**src/rtl/trp_pkg.sv**
```systemverilog
// Shared definitions for the reduction feeder slice.
//   state_t        : feeder transaction state
//   RES_FIFO_DEPTH : number of result entries buffered ahead of the consumer
package trp_pkg;

  typedef enum logic [1:0] {
    ST_IDLE  = 2'd0,
    ST_ISSUE = 2'd1,
    ST_WAIT  = 2'd2
  } state_t;

  localparam int unsigned RES_FIFO_DEPTH = 2;

endpackage

```
**src/rtl/trp_res_fifo.sv**
```systemverilog
// Small result FIFO between the feeder and the result consumer.
//   clk, reset : clock, asynchronous active-high reset
//   push       : write push_data at the tail
//   pop        : drop the head entry
//   head_data  : head entry (zero when empty)
//   count      : number of valid entries
module trp_res_fifo #(
  parameter int unsigned WIDTH = 5,
  parameter int unsigned DEPTH = 2
) (
  input  logic                       clk,
  input  logic                       reset,
  input  logic                       push,
  input  logic [WIDTH-1:0]           push_data,
  input  logic                       pop,
  output logic [WIDTH-1:0]           head_data,
  output logic [$clog2(DEPTH+1)-1:0] count
);

  localparam int unsigned PW = (DEPTH > 1) ? $clog2(DEPTH) : 1;
  localparam int unsigned CW = $clog2(DEPTH+1);

  logic [WIDTH-1:0] mem_q [DEPTH];
  logic [PW-1:0]    wr_ptr_q, rd_ptr_q;
  logic [CW-1:0]    count_q;
  logic             do_push, do_pop;

  assign do_pop  = pop && (count_q != '0);
  assign do_push = push && ((count_q != CW'(DEPTH)) || do_pop);

  always_ff @(posedge clk or posedge reset) begin
    if (reset) begin
      for (int unsigned i = 0; i < DEPTH; i++) mem_q[i] <= '0;
      wr_ptr_q <= '0;
      rd_ptr_q <= '0;
      count_q  <= '0;
    end else begin
      if (do_push) begin
        mem_q[wr_ptr_q] <= push_data;
        wr_ptr_q <= (wr_ptr_q == PW'(DEPTH-1)) ? '0 : wr_ptr_q + PW'(1);
      end
      if (do_pop) begin
        rd_ptr_q <= (rd_ptr_q == PW'(DEPTH-1)) ? '0 : rd_ptr_q + PW'(1);
      end
      case ({do_push, do_pop})
        2'b10:   count_q <= count_q + CW'(1);
        2'b01:   count_q <= count_q - CW'(1);
        default: count_q <= count_q;
      endcase
    end
  end

  assign head_data = (count_q != '0) ? mem_q[rd_ptr_q] : '0;
  assign count     = count_q;

endmodule

```
**src/rtl/trp_feeder.sv**
```systemverilog
// Feeds one vector at a time, element by element, into a reduction unit and
// buffers the reduction results (or timeout markers) for a consumer.
//   clk, reset                  : clock, asynchronous active-high reset
//   vec_valid/ready/data/len/mode : vector input handshake
//   trp_en/a/mode               : element strobe, element, latched mode
//   trp_busy/valid/out          : reduction unit back-pressure and result
//   res_valid/ready/data/err    : buffered result output (err = timeout)
module trp_feeder
  import trp_pkg::*;
#(
  parameter int unsigned WIDTH     = 4,
  parameter int unsigned NUM_ELEMS = 8,
  parameter int unsigned TIMEOUT   = 32
) (
  input  logic                          clk,
  input  logic                          reset,
  input  logic                          vec_valid,
  output logic                          vec_ready,
  input  logic [NUM_ELEMS*WIDTH-1:0]    vec_data,
  input  logic [$clog2(NUM_ELEMS):0]    vec_len,
  input  logic [1:0]                    vec_mode,
  output logic                          trp_en,
  output logic [WIDTH-1:0]              trp_a,
  output logic [1:0]                    trp_mode,
  input  logic                          trp_busy,
  input  logic                          trp_valid,
  input  logic [WIDTH-1:0]              trp_out,
  output logic                          res_valid,
  input  logic                          res_ready,
  output logic [WIDTH-1:0]              res_data,
  output logic                          res_err
);

  localparam int unsigned LW  = $clog2(NUM_ELEMS) + 1;
  localparam int unsigned CW  = (TIMEOUT > 1) ? $clog2(TIMEOUT) : 1;
  localparam int unsigned FCW = $clog2(RES_FIFO_DEPTH + 1);

  state_t                     state_q, state_d;
  logic [LW-1:0]              idx_q, len_q, len_eff;
  logic [CW-1:0]              cnt_q;
  logic [NUM_ELEMS*WIDTH-1:0] data_q;
  logic [1:0]                 mode_q;

  logic                       accept, issue_last, timeout_hit;
  logic                       push, pop;
  logic [WIDTH:0]             push_word, head_word;
  logic [FCW-1:0]             fifo_count;

  // Zero or oversized lengths mean a full vector.
  assign len_eff = ((vec_len == '0) || (vec_len > LW'(NUM_ELEMS))) ? LW'(NUM_ELEMS) : vec_len;

  assign vec_ready   = (state_q == ST_IDLE) && (fifo_count < FCW'(RES_FIFO_DEPTH));
  assign accept      = vec_valid && vec_ready;
  assign issue_last  = trp_en && (idx_q == (len_q - LW'(1)));
  assign timeout_hit = (cnt_q == CW'(TIMEOUT - 1));

  // State register
  always_ff @(posedge clk or posedge reset) begin
    if (reset) state_q <= ST_IDLE;
    else       state_q <= state_d;
  end

  // Next-state logic
  always_comb begin
    state_d = state_q;
    case (state_q)
      ST_IDLE:  if (accept) state_d = ST_ISSUE;
      ST_ISSUE: if (issue_last) state_d = ST_WAIT;
      ST_WAIT:  if (trp_valid || timeout_hit) state_d = ST_IDLE;
      default:  state_d = ST_IDLE;
    endcase
  end

  // Output logic
  always_comb begin
    trp_en    = 1'b0;
    trp_a     = '0;
    push      = 1'b0;
    push_word = '0;
    if (state_q == ST_ISSUE) begin
      trp_en = !trp_busy;
      for (int unsigned i = 0; i < NUM_ELEMS; i++) begin
        if (idx_q == LW'(i)) trp_a = data_q[i*WIDTH +: WIDTH];
      end
    end
    if (state_q == ST_WAIT) begin
      // A real result wins over a timeout landing in the same cycle.
      if (trp_valid) begin
        push      = 1'b1;
        push_word = {1'b0, trp_out};
      end else if (timeout_hit) begin
        push      = 1'b1;
        push_word = {1'b1, {WIDTH{1'b0}}};
      end
    end
  end

  // Transaction datapath
  always_ff @(posedge clk or posedge reset) begin
    if (reset) begin
      idx_q  <= '0;
      len_q  <= '0;
      cnt_q  <= '0;
      data_q <= '0;
      mode_q <= '0;
    end else begin
      if (accept) begin
        data_q <= vec_data;
        mode_q <= vec_mode;
        len_q  <= len_eff;
        idx_q  <= '0;
      end else if (trp_en) begin
        idx_q <= idx_q + LW'(1);
      end
      if (issue_last) begin
        cnt_q <= '0;
      end else if ((state_q == ST_WAIT) && !trp_valid && !timeout_hit) begin
        cnt_q <= cnt_q + CW'(1);
      end
    end
  end

  assign trp_mode = mode_q;

  assign pop = res_valid && res_ready;

  trp_res_fifo #(
    .WIDTH (WIDTH + 1),
    .DEPTH (RES_FIFO_DEPTH)
  ) u_res_fifo (
    .clk       (clk),
    .reset     (reset),
    .push      (push),
    .push_data (push_word),
    .pop       (pop),
    .head_data (head_word),
    .count     (fifo_count)
  );

  assign res_valid = (fifo_count != '0);
  assign res_data  = head_word[WIDTH-1:0];
  assign res_err   = head_word[WIDTH];

endmodule

```
**config.mk**
```make
export PLATFORM = sky130hd
export DESIGN_NAME = trp_feeder
export DESIGN_NICKNAME = d
export VERILOG_FILES = /design/src/rtl/trp_pkg.sv /design/src/rtl/trp_res_fifo.sv /design/src/rtl/trp_feeder.sv
export SDC_FILE = /design/constraint.sdc
export NUM_CORES = 1
export LEC_CHECK = 0
export BUFFER_PORTS_ARGS = -buffer_cell sky130_fd_sc_hd__buf_4
export CAP_MARGIN = 10
export CORE_ASPECT_RATIO = 1.25
export CORE_MARGIN = 1.5
export CORE_UTILIZATION = 40
export CTS_CLUSTER_SIZE = 30
export DETAILED_ROUTE_END_ITERATION = 10
export HOLD_SLACK_MARGIN = 0.06
export PLACE_DENSITY_LB_ADDON = 0.15
export SYNTH_ARGS = -nofsm -noshare
export SYNTH_HDL_FRONTEND = slang
export SYNTH_SLANG_ARGS = --single-unit
```
**constraint.sdc**
```tcl
create_clock -name clk -period 3 [get_ports clk]
set_input_delay 0.9 -clock clk [delete_from_list [all_inputs] [get_ports clk]]
set_output_delay 0.9 -clock clk [all_outputs]
set_load 0.05 [all_outputs]
```
# After elaboration in Yosys (flattened, before gate mapping)
# Cells that the tools add are included.
totals:
  output_inout_bits: 14
  ff_bits: 63
op_classes:
  muxes: 35
  n_bitwise: 2
  magnitude_cmp: 5
  addsub: 7
  eq_ne: 17
  reduce_logical: 23
ops:
  columns: ["cell", "count"]
  rows:
  - ["$mux 5", 10]
  - ["$mux 4", 12]
  - ["$eq 4x3->1 const B", 4]
  - ["$bwmux 10", 1]
  - ["$logic_and 1x1->1", 9]
  - ["$eq 4x2->1 const B", 2]
  - ["$logic_not 4->1", 2]
  - ["$ne 2x2->1 const B", 4]
  - ["$reduce_bool 2->1", 4]
  - ["$mux 1", 6]
  - ["$mux 2", 3]
  - ["$pmux 2 s3", 1]
  - ["$add 5x1->5 const B", 1]
  - ["$demux 5 s1", 1]
  - ["$eq 5x5->1 const B", 1]
  - ["$add 4x1->4 const B", 1]
  - ["$eq 2x1->1 const B", 2]
  - ["$eq 2x2->1 const B", 2]
  - ["$eq 4x1->1 const B", 1]
  - ["$eq 4x4->1", 1]
  - ["$ge 2x2->1 const B", 2]
  - ["$gt 4x4->1 const B", 1]
  - ["$not 1->2", 2]
  - ["$pmux 2 s2", 1]
  - ["10 further kinds", 15]

# Logic depth before layout (Yosys ltp)
# Gate-level depths: netlist (run 1).
depth:
  word_depth: 10
  mapped_depth: 8

# Modules after synthesis
# From an unflattened synthesis (run 1), not the netlist that was laid out.
unflattened:
  hier_cells: 334
  hier_area_um2: 3181.8
by_module_without_submodules:
  columns: ["module", "area_each_um2", "cells_each", "n_inst", "seq_area_each_um2"]
  rows:
  - ["trp_feeder", 2518.7, 284, 1, 1226.2]
  - ["trp_res_fifo", 663.1, 50, 1, 350.3]

# Worst setup path after synthesis (run 1)
# No wires, ideal clock.
synth_path:
  path_kind: "register to output"
  from: "reg idx_q[0]"
  to: "out trp_a[0]"
  arrival_ps: 1945
  setup_slack_ps: 155
  required_ps: 2100
  stages_incl_launch_ff: 6
  cell_sequence: "dfrtp_1 ha_1 clkbuf_1 nor2_1 a22oi_1 o2bb2ai_1"
synth_via:
  elab_chain_cells: 10
synth_lines:
  columns: ["item", "line", "rtl"]
  rows:
  - ["from (decl)", "trp_feeder.sv:39", "logic [LW-1:0] idx_q, len_q, len_eff;"]
  - ["from (signal assigned)", "trp_feeder.sv:113", "idx_q <= idx_q + LW'(1);"]
  - ["$logic_not 4->1", "trp_feeder.sv:83", "if (idx_q == LW'(i)) trp_a = data_q[i*WIDTH +: WIDTH];"]
  - ["$mux 4 (7 in a row)", "trp_feeder.sv:83", null]
  - ["$mux 4 *", "trp_feeder.sv:83", null]
  - ["$mux 4 *", "trp_feeder.sv:80", "if (state_q == ST_ISSUE) begin"]
  - ["to (decl)", "trp_feeder.sv:23", "output logic [WIDTH-1:0] trp_a,"]
# Every way passes the cells marked *; elsewhere a longest branch is shown, timed or not.

# Worst setup path in the final report (run 1)
layout_path:
  from: "reg idx_q[0]"
  to: "out trp_a[3]"
# The elaborated chain is that of the path after synthesis.

==> flow_summary.ini, run 1 <==
[clock_network]
root_buffer = clkbuf_8
cts.clk_slew.worst_paths_ns = 0.06
cts_inserted_buffers = 9
cts.sinks = 63
clk_path_buf_depth = 2
cts_tree = yes
clk_latency_ns = 0.34
cts_max_level = 3

[pwr]
clkPwrFrac = 0.198
p_leak_uw = 0.00208
p_sw_uw = 1650
fin_total_pwr_uw = 4020
power_frac_comb = 0.446
switching_share = 0.410
powerDensity_nw_per_um2 = 984
peakVddDrop_mv = 0.554
p_int_uw = 2380
power_frac_seq = 0.356

[layout]
nFillCells = 754
area_growth_pct = 29.2
multi_input_area_um2 = 1570
final-seq-area_um2 = 1580
drive_gt1_frac = 0.302
final_nets = 462
diodes = 0
fin_area_um2 = 4090

[worst_setup_path]
reg2reg_depth = 7
r2r_setup_slack_ns = 0.82
r2r_start = cnt_q[0]
end_kind = output port
crit_type = flop to output port
cp.required_ns = 2.10
crit_path_start_kind = flop
rr_endpoint = cnt_q[3]
worstPathArrival_ns = 2.07
cp_max_fo = 7

[drt]
vias = 2473
wl_per_cell_um = 13.9
drt_iter0_markers = 118
drc = 0
routed_via_density = 4.89
antenna_left = 0
drt_wl_total_um = 7040
drt-pass1-iter-count = 4

[timing]
fin_crit_ns = 2.97
finalHoldViolCount = 0
fmax_mhz = 337
setup_violations = 0
rsz0062_at_grt = yes
slew_headroom = 0.468
clock_skew_ns = 0.00773
finalCritPeriodShare = 0.989
drv_slew = 0
worst_slew_pin_slew_ns = 0.798

[floorplan]
die_w_um = 82.6
coreArea_um2 = 7750
row_count = 36
initial_core_util = 0.408
fp.dieH_um = 102
ioPinCount = 62
dieArea_um2 = 8460

[place]
routabilityCongestion = 0.784
portBuffers = 61
dpl-instance-area_um2 = 3730
dp_hpwl_um = 4870

[hold_path]
hp-start = trp_mode[0]
min_path_cells = 2
min_to = trp_mode[0]
min_path_type = flop to flop

[global_route]
overflow = 0
grtUsageTotal = 0.179
antenna_found_initial = 0
grt_pass1_wl_um = 11100
grt_max_degree = 64
grt_pass1_vias = 2309

[synth]
synthTopCellsByCount = 117 x nand2_1, 63 x dfrtp_1, 21 x nor2_1
yosysSeqAreaShare = 0.498
syn_area_um2 = 3160
synth_fp_nets = 391
yosysTopAreaCell = dfrtp_1
synth_ff_type = dfrtp_1
synthTopCellsByArea = dfrtp_1 50%, nand2_1 14%, ha_1 3.2%
synth-seq-cells = 63
synth.most_common_cell = nand2_1
syn_area_per_cell_um2 = 9.45
synth.top_cell.area_share = 0.498
netlist_instances = 335
synth-async-reset-ratio = 1.00
yosysUniqueCellTypes = 43
synth_edf_count = 0
yosys_warnings = 0

[outcome]
outcome = completed

[run]
maxCapViolCount = 0
==> placed cells by master (no fill, tap or decap), drive strengths merged, types with 2 or more instances in the layout <==
cell type and n:
xnor2 9, nor2b 2, nor3 4, or2 2
and2 2, a21oi 2, a21o 3, bufinv 2
clkbuf 10, buf 74, mux2 10, o221ai 7
nand3b 3, o21ai 9, dfrtp 63, a22oi 3
xor2 8, clkinvlp 2, a221oi 3, and3 6
nor2 21, inv 11, a21boi 3, o2bb2ai 3
nand2 117, ha 8, mux2i 8, o2111ai 2
nand4 2, clkinv 2
==> power groups by stage <==
stage | clock, uW | combinational (uW) | sequential, uW
finish | 797 | 1800 | 1430
global route | 859 | 1970 | 1470
CTS | 821 | 1670 | 1420
detailed placement | 0 | 1590 | 1430
global placement | 0 | 1560 | 1430
floorplan | 0 | 1200 | 1350
==> metrics by stage <==
step	hold slack, ns	setup slack, ns	TNS, ns	instances	util
2_1_floorplan	0.440	0.155	0	335	-
3_3_place_gp	0.462	0.283	0	483	0.482
3_5_place_dp	0.466	0.134	0	483	0.482
4_1_cts	0.481	0.0177	0	501	0.516
5_1_grt	0.511	-0.0279	-0.0404	506	0.528
6_report	0.482	0.0330	0	506	0.528
==> cells by family (layout without fill, tap and decap cells) <==
kind of cell    Yosys count  in the layout  synth area share
simple gates            167            167             0.231
flops                    63             63             0.498
compound gates           37             37            0.0909
buf+inv                  25            101            0.0344
mux                      18             18            0.0668
xor+xnor                 17             17            0.0471
fa+ha+maj                 8              8            0.0316
==> critical path: stages (launching register included) <==
cell and delay (ns):
dfrtp_2 0.44, buf_4 0.15, ha_4 0.18, buf_4 0.17, a221oi_4 0.32, o221ai_2 0.13, o2bb2ai_1 0.15, buf_4 0.19
==> layout make-up <==
| cell class | instances | area share |
|---|---|---|
| timing repair buffer | 74 | 0.139 |
| sequential | 63 | 0.386 |
| clock buffer | 10 | 0.0312 |
| tap | 95 | 0.0291 |
| clock inverter | 6 | 0.0208 |
| multi-input combinational | 247 | 0.384 |
| inverter | 11 | 0.0101 |
==> flip-flops by register name, summed over array words and instances (netlist names) <==
name	cells
data_q	32
u_res_fifo.mem_q	10
cnt_q	5
idx_q	4
len_q	4
state_q	2
trp_mode	2
u_res_fifo.count	2
u_res_fifo.rd_ptr_q	1
u_res_fifo.wr_ptr_q	1
==> per-layer routing <==
layer  track usage  vias to the layer above  wire, um
li1              -                     1257         -
met3        0.0366                       17       311
met1         0.227                     1141      3140
met4        0.0923                        0       216
met5             0                        -         0
met2         0.287                       58      3370
==> what timing repair did <==
| action | 4_1_cts | 5_1_grt |
|---|---|---|
| hold buffers | 0 | 0 |
| hold endpoints to repair | 0 | 0 |
| resized for setup | 10 | 13 |
| buffers inserted | 2 | 5 |
| pin swaps | 0 | 7 |
| endpoints found under the setup margin | 4 | 4 |
==> worst max-delay path by stage <==
stage              from       end  slack (ns)
4_1_cts        idx_q[1]  trp_a[0]        0.02
2_1_floorplan  idx_q[0]  trp_a[0]        0.15
3_3_place_gp   idx_q[1]  trp_a[1]        0.28
6_report       idx_q[0]  trp_a[3]        0.03
3_5_place_dp   idx_q[1]  trp_a[3]        0.13
5_1_grt        idx_q[0]  trp_a[3]       -0.03
No activity file was read; power rests on OpenSTA's default activity.
==> run 2: changes to the inputs <==
Settings changed: PLACE_DENSITY set to 0.58, PLACE_DENSITY_LB_ADDON 0.15 to not set, RECOVER_POWER set to 50.
==> run 2 against run 1 <==
Against the previous run: combinational power about the same; first-iteration DRC count decreased by 1.7%; fmax decreased by 0.53%; cell count increased by 0.79%; die area unchanged; clock skew about the same; setup slack got worse by 0.016 ns; non-clock buffer count increased by 4; clock power decreased by 8.0%; via count increased by 3.5%; wire length increased by 2.5%; worst hold slack got worse by 0.0024 ns; critical path type unchanged; largest power group unchanged.
==> flow_summary.ini, run 2 (same netlist as run 1, synthesis figures left out) <==
[global_route]
grt_pass1_wl_um = 11600
grt_max_degree = 37
grt_pass1_vias = 2471
overflow = 0
grtUsageTotal = 0.185
antenna_found_initial = 0

[timing]
hold_ws_ns = 0.479
drv_slew = 0
clock_skew_ns = 0.00789
worst_slew_pin_slew_ns = 1.02
fmax_mhz = 335
finalCritPeriodShare = 0.994
fin_crit_ns = 2.98
finalHoldViolCount = 0
setup_violations = 0
slew_headroom = 0.320

[floorplan]
fp.dieH_um = 102
coreArea_um2 = 7750
dieArea_um2 = 8460
die_w_um = 82.6
row_count = 36
ioPinCount = 62
initial_core_util = 0.408

[outcome]
outcome = completed

[clock_network]
clk_path_buf_depth = 2
cts_inserted_buffers = 9
cts_tree = yes
cts.clk_slew.worst_paths_ns = 0.06
clk_latency_ns = 0.35
cts_max_level = 3
cts.sinks = 63
ctsHoldBuffers = 0
root_buffer = clkbuf_8

[drt]
drt_iter0_markers = 116
vias = 2560
antenna_left = 0
routed_via_density = 5.02
wl_per_cell_um = 14.1
drt_wl_total_um = 7220
drt-pass1-iter-count = 4
drc = 0

[worst_setup_path]
crit_family = buffers and inverters
crit_type = flop to output port
crit_path_start_kind = flop
cp.required_ns = 2.10
slowest_stage = dfrtp_2
worst-path-buf-inv = 4
cp_max_fo = 6
end_kind = output port
max_stage_delay_ns = 0.43
worstPathArrival_ns = 2.08
path_cells = inv_4, ha_4, clkinvlp_4, dlymetal6s2s_1, o221ai_1, a21boi_0, o2bb2ai_1, buf_4

[place]
dp_hpwl_um = 5160
routabilityCongestion = 0.771
portBuffers = 61
dpl-instance-area_um2 = 3740
dp.cells = 483

[layout]
diodes = 0
mostFrequentLayoutCells = 117 x nand2_1, 73 x buf_4, 61 x dfrtp_1, 20 x nor2_1, 10 x clkbuf_8
final-seq-area_um2 = 1580
nFillCells = 756
largest_reg_flops = 32
fin_cells = 510
multi_input_area_um2 = 1540
final_nets = 466
largestRegisters = data_q (32), u_res_fifo.mem_q (10), cnt_q (5)
drive_gt1_frac = 0.311
fin_area_um2 = 4090
final_common_cell = nand2_1
area_growth_pct = 29.2
regMostFlops = data_q

[pwr]
powerDensity_nw_per_um2 = 976
p_leak_uw = 0.00209
peakVddDrop_mv = 0.672
fin_total_pwr_uw = 3990

[hold_path]
min_path_type = flop to flop

[run]
maxCapViolCount = 0
[run 2: timing repair]
action,4_1_cts,5_1_grt
pin swaps,0,3
gates resized for setup,10,17
hold endpoints to repair,0,0
buffers inserted,1,10
endpoints found under the setup margin,4,4
[run 2: per-layer routing]
metal | GRT usage | vias up | share of wire
met5 | 0 | - | 0
met4 | 0.0897 | 0 | 0.020
met3 | 0.0411 | 10 | 0.043
met2 | 0.301 | 64 | 0.50
met1 | 0.231 | 1227 | 0.43
li1 | - | 1259 | -
[run 2: area by class of cell]
type,count,area share
multi-input combinational,247,0.377
clock inverter,6,0.0147
sequential,63,0.386
timing repair buffer,78,0.148
inverter,11,0.0116
tap,95,0.0291
clock buffer,10,0.0337
[run 2: power by group]
| part | switching [uW] | internal (uW) |
|---|---|---|
| combinational | 1050 | 786 |
| sequential | 278 | 1150 |
| clock | 332 | 401 |
| total | 1650 | 2340 |
[run 2: worst paths after layout]
path	start	to	slack, ns	depth (start not counted)
worst max-delay path	idx_q[0]	trp_a[3]	0.02	8
worst min-delay path	trp_mode[0]	trp_mode[0]	0.48	2
worst max register to register	cnt_q[0]	u_res_fifo.mem_q[2]	0.82	6
worst min register to register	trp_mode[0]	trp_mode[0]	0.48	2
max in group asynchronous	reset	idx_q[0]	0.71	3
min in group asynchronous	reset	u_res_fifo.mem_q[0]	0.80	2
[run 2: stage by stage]
stage	TNS, ns	worst slack (ns)	utilization
floorplan	0	0.155	-
global placement	0	0.264	0.483
detailed placement	0	0.157	0.483
CTS	0	0.0125	0.515
global route	-0.193	-0.0916	0.528
finish	0	0.0172	0.528
[run 2: tightest hold or removal path: cells and delay by family (launching register included)]
kind | cells | cell delay (ns)
DFF | 1 | 0.35
and+or+nand+nor | 2 | 0.10
